<file path="src/rtl/scan_risk_pkg.sv">
// rtl/scan_risk_pkg.sv - shared types and constants for the scanRisk job scheduler
package scan_risk_pkg;

   localparam int NUM_POS = 8;
   localparam int RISK_W  = 16;

   typedef logic [NUM_POS-1:0][RISK_W-1:0] pos_vec_t;

   typedef enum logic [1:0] {IDLE, CLEAR, RUN, RESP} sched_state_t;

endpackage

</file>
<file path="src/rtl/scan_req_arb.sv">
// rtl/scan_req_arb.sv - one-hot requester arbiter for scan_risk_sched
// SCAN_RR_ARB_EN selects round-robin from a registered pointer; otherwise the lowest index wins.
module scan_req_arb #(
   parameter int NREQ = 4,
   parameter int IDW  = 3
) (
   input  logic            clk,
   input  logic            rst_n,
   input  logic [NREQ-1:0] req,
   input  logic            take,
   output logic [NREQ-1:0] gnt,
   output logic [IDW-1:0]  gnt_id
);

`ifdef SCAN_RR_ARB_EN
   localparam int PW = $clog2(NREQ);

   logic [PW-1:0] ptr_q, ptr_d;
   int            idx;
   logic          found;

   // Search wraps from the pointer; the pointer only moves when the grant is taken.
   always_comb begin
      gnt    = '0;
      gnt_id = '0;
      found  = 1'b0;
      ptr_d  = ptr_q;
      idx    = 0;
      for (int k = 0; k < NREQ; k++) begin
         idx = (int'(ptr_q) + k) % NREQ;
         if (req[idx] && !found) begin
            found    = 1'b1;
            gnt[idx] = 1'b1;
            gnt_id   = IDW'(idx);
            if (take) begin
               ptr_d = PW'((idx + 1) % NREQ);
            end
         end
      end
   end

   always_ff @(posedge clk or negedge rst_n) begin
      if (!rst_n) begin
         ptr_q <= '0;
      end else begin
         ptr_q <= ptr_d;
      end
   end
`else
   logic found;
   logic unused_rr;

   assign unused_rr = ^{clk, rst_n, take};

   always_comb begin
      gnt    = '0;
      gnt_id = '0;
      found  = 1'b0;
      for (int i = 0; i < NREQ; i++) begin
         if (req[i] && !found) begin
            found  = 1'b1;
            gnt[i] = 1'b1;
            gnt_id = IDW'(i);
         end
      end
   end
`endif

endmodule

</file>
<file path="src/rtl/scan_risk_sched.sv">
// rtl/scan_risk_sched.sv - shares one scanRisk engine between NREQ requesters, one job at a time
// Arbitration mode is chosen by SCAN_RR_ARB_EN inside scan_req_arb.
module scan_risk_sched
   import scan_risk_pkg::*;
#(
   parameter int NREQ    = 4,
   parameter int ENG_LAT = 2,
   parameter int IDW     = 3
) (
   input  logic                        clk,
   input  logic                        reset,
   input  logic [NREQ-1:0]             req_valid,
   output logic [NREQ-1:0]             req_ready,
   input  logic [NREQ-1:0][RISK_W-1:0] req_psr,
   input  pos_vec_t [NREQ-1:0]         req_pos,
   output logic                        rsp_valid,
   input  logic                        rsp_ready,
   output logic [IDW-1:0]              rsp_id,
   output logic [RISK_W-1:0]           rsp_risk,
   output logic                        eng_reset,
   output logic [RISK_W-1:0]           eng_psr,
   output pos_vec_t                    eng_pos,
   input  logic [RISK_W-1:0]           eng_risk,
   output logic                        busy,
   output logic [15:0]                 job_cnt
);

   localparam int LCW = (ENG_LAT > 1) ? $clog2(ENG_LAT) : 1;

   sched_state_t      state_q, state_d;
   logic [RISK_W-1:0] psr_q, psr_d;
   pos_vec_t          pos_q, pos_d;
   logic [IDW-1:0]    id_q, id_d;
   logic [RISK_W-1:0] risk_q, risk_d;
   logic [LCW-1:0]    lat_q, lat_d;
   logic [15:0]       cnt_q, cnt_d;

   logic [NREQ-1:0]   gnt;
   logic [IDW-1:0]    gnt_id;
   logic              accept_ok;

   // Qualifying with reset keeps req_ready low while the block is held in reset.
   assign accept_ok = (state_q == IDLE) && reset;

   scan_req_arb #(
      .NREQ (NREQ),
      .IDW  (IDW)
   ) u_arb (
      .clk    (clk),
      .rst_n  (reset),
      .req    (req_valid),
      .take   (accept_ok),
      .gnt    (gnt),
      .gnt_id (gnt_id)
   );

   always_comb begin
      state_d   = state_q;
      psr_d     = psr_q;
      pos_d     = pos_q;
      id_d      = id_q;
      risk_d    = risk_q;
      lat_d     = lat_q;
      cnt_d     = cnt_q;
      eng_reset = 1'b0;
      case (state_q)
         IDLE: begin
            if (|gnt) begin
               for (int i = 0; i < NREQ; i++) begin
                  if (gnt[i]) begin
                     psr_d = req_psr[i];
                     pos_d = req_pos[i];
                  end
               end
               id_d    = gnt_id;
               state_d = CLEAR;
            end
         end
         CLEAR: begin
            lat_d   = LCW'(ENG_LAT - 1);
            state_d = RUN;
         end
         RUN: begin
            eng_reset = 1'b1;
            if (lat_q == '0) begin
               risk_d  = eng_risk;
               state_d = RESP;
            end else begin
               lat_d = lat_q - LCW'(1);
            end
         end
         RESP: begin
            if (rsp_ready) begin
               cnt_d   = cnt_q + 16'd1;
               state_d = IDLE;
            end
         end
         default: state_d = IDLE;
      endcase
   end

   always_ff @(posedge clk or negedge reset) begin
      if (!reset) begin
         state_q <= IDLE;
         psr_q   <= '0;
         pos_q   <= '0;
         id_q    <= '0;
         risk_q  <= '0;
         lat_q   <= '0;
         cnt_q   <= '0;
      end else begin
         state_q <= state_d;
         psr_q   <= psr_d;
         pos_q   <= pos_d;
         id_q    <= id_d;
         risk_q  <= risk_d;
         lat_q   <= lat_d;
         cnt_q   <= cnt_d;
      end
   end

   assign req_ready = accept_ok ? gnt : '0;
   assign rsp_valid = (state_q == RESP);
   assign rsp_id    = id_q;
   assign rsp_risk  = risk_q;
   assign eng_psr   = psr_q;
   assign eng_pos   = pos_q;
   assign busy      = (state_q != IDLE);
   assign job_cnt   = cnt_q;

endmodule

</file>
<file path="config.mk">
export PLATFORM = sky130hd
export DESIGN_NAME = scan_risk_sched
export DESIGN_NICKNAME = d
export VERILOG_FILES = /design/src/rtl/scan_risk_pkg.sv /design/src/rtl/scan_req_arb.sv /design/src/rtl/scan_risk_sched.sv
export SDC_FILE = /design/constraint.sdc
export NUM_CORES = 1
export LEC_CHECK = 0
export CAP_MARGIN = 20
export CORE_AREA = 5 5 307 309
export CTS_BUF_LIST = sky130_fd_sc_hd__clkbuf_8
export CTS_CLUSTER_DIAMETER = 150
export DETAILED_ROUTE_END_ITERATION = 7
export DIE_AREA = 0 0 312 314
export PLACE_DENSITY_LB_ADDON = 0.15
export SYNTH_ARGS = -nofsm -noshare
export SYNTH_HDL_FRONTEND = slang
export SYNTH_HIERARCHICAL = 1
export SYNTH_SLANG_ARGS = --single-unit
</file>
<file path="constraint.sdc">
create_clock -name clk -period 2.4 [get_ports clk]
set_input_delay 0.48 -clock clk [delete_from_list [all_inputs] [get_ports clk]]
set_output_delay 0.48 -clock clk [all_outputs]
set_load 0.05 [all_outputs]
</file>
==> results.json <==
{
  "status": "finished, violations left",
  "violations": "design-rule violations",
  "clock_latency_ns": 0.55,
  "synth_fp_nets": 1557,
  "critical-path-top-delay-family": "buffers and inverters",
  "p_per_area_nw_per_um2": 963,
  "grt_start_max_net_pins": 95,
  "grt_pass1_wl_um": 91900,
  "worst_pin_slew_ns": 0.623,
  "rows": 111,
  "place_congestion": 0.863,
  "path_cells": "clkdlybuf4s50_1 -> buf_4 -> nor3_4 -> buf_4 -> and3_2 -> buf_12",
  "drv_slew": 0,
  "finalHoldViolCount": 0,
  "layout_setup_ws_ns": 0.0569,
  "grt_use_met1_pct": 13.8,
  "worst-path-buf-inv": 4,
  "total_power_mw": 20.1,
  "slew-limit-headroom_pct": 58.5,
  "ant_nets": 0,
  "crit_required_ns": 1.92,
  "min_period_ns": 2.34,
  "clkTransAtPathRegs_ns": 0.12,
  "fin_cells": 2990,
  "grt_pass1_vias": 12800,
  "hold_class": "primary input to async pin",
  "grt.busiest_layer": "met2",
  "finalCritPeriodShare_pct": 97.6,
  "h-tree-depth": 4,
  "cp_data_arrival_time_ns": 1.86,
  "crit_path_max_incr_delay_ns": 0.45,
  "start_kind": "primary input",
  "cts_root_buf": "clkbuf_8",
  "utilization_pct": 22.9,
  "fp.coreArea_um2": 91100,
  "grt_antenna_before_repair": 10,
  "slowest_stage": "clkdlybuf4s50_1",
  "peakVddDrop_mv": 0.387,
  "clock.fmax_mhz": 427,
  "grt.total_usage_pct": 12.6,
  "dpl_cell_area_um2": 20400,
  "cts_tree": "yes",
  "synth_warnings": 6,
  "dp_cells": 2952,
  "critPathMaxFanout": 5,
  "global_route.usage.met3_pct": 4.34,
  "fin_worst_hold_slack_ns": 0.370,
  "rsz0062_at_grt": "false",
  "setup_viol": 0,
  "vias": 11500,
  "cts_setup_buffers": 0,
  "cts.sinks": 182,
  "grtUsageMet2_pct": 23.4,
  "end_kind": "primary output",
  "max-cap-violations": 0,
  "hpwl_um": 53300,
  "cts_buffers": 17,
  "drt_iter0_drc": 827,
  "clock_path_buffers": 2,
  "drcViolationCount": 22,
  "drive_above_1_share_pct": 18.8,
  "avgViaCountPerCell": 3.86,
  "place_ws_ns": -0.490,
  "wl_per_cell_um": 21.5,
  "final_area_um2": 20800,
  "initial_core_util_pct": 11.2,
  "cpMostUsedCell": "buf_4",
  "final_nets": 2390,
  "setup_tns_ns": 0,
  "die_h_um": 314,
  "synth_area_um2": 10200,
  "die_w_um": 312,
  "port_buffers": 784,
  "drt-total-wl_um": 64400,
  "skew_ns": 0.0179,
  "area_growth_pct": 103,
  "die-area_um2": 98000,
  "post_synth.cell_area_avg_um2": 10.8,
  "io_pins": 785,
  "dr.pass1.iters": 8,
  "p_leak_nw": 8.29,
  "crit_start": "req_valid[1]",
  "fillers": 9870,
  "critical_path.reg2reg.startpoint": "state_q[0]$_DFFE_PN0P_",
  "grt_remaining_overflow": 0,
  "critical_path_class": "primary input to primary output",
  "synth_cells": 953
}
sequential cells by signal (all words and copies together) (netlist names):
signal / count
eng_psr: 16
rsp_id: 3
state_q: 2
job_cnt: 16
lat_q: 1
eng_pos: 128
rsp_risk: 16
layout by cell type, fill, tap and decap left out, types with 9 or more instances in the layout:
cell type	count
clkdlybuf4s50_1	727
dfrtp_1	182
nand2_1	151
a222oi_1	144
mux2_2	115
buf_4	112
o21ai_0	87
o21ai_1	58
dlygate4sd2_1	42
mux2_4	38
buf_12	29
clkbuf_8	18
mux2_1	11
xnor2_1	9
report_power, final:
group / internal [mW] / switching [mW]
clock: 1.00 / 1.42
sequential: 4.42 / 0.787
combinational: 4.49 / 7.94
final cells by class:
class / count / area, um^2 / share of cell area (%)
clock inverter: 14 / 183 / 0.876
timing repair buffer: 913 / 9100 / 43.7
clock buffer: 18 / 248 / 1.19
inverter: 7 / 26.3 / 0.126
antenna: 5 / 12.5 / 0.0600
multi-input combinational: 665 / 5240 / 25.1
sequential: 182 / 4550 / 21.8
tap: 1186 / 1480 / 7.12
layer usage:
layer	wire [um]	share of wire, %
met5	13	0.020
met4	1190	1.8
met3	5160	8.0
met2	33800	53
met1	24200	38
path summary, 6_finish.rpt:
path                                           endpoint  slack, ns  cells after the start
worst max-delay path                       req_ready[3]       0.06                      6
worst min-delay path            eng_pos[44]$_DFFE_PN0P_       0.37                      2
worst max register to register  rsp_risk[3]$_DFFE_PN0P_       0.63                      5
worst min register to register  job_cnt[15]$_DFFE_PN0P_       0.49                      1
max in group asynchronous       eng_pos[27]$_DFFE_PN0P_       1.18                      3
min in group clk                job_cnt[15]$_DFFE_PN0P_       0.49                      1
timing repair:
action	in CTS	in global routing
hold endpoints to repair	56	0
gates resized for setup	45	2
hold buffers	1	0
setup endpoints to repair	46	2
(Power assumes the default switching activity.)
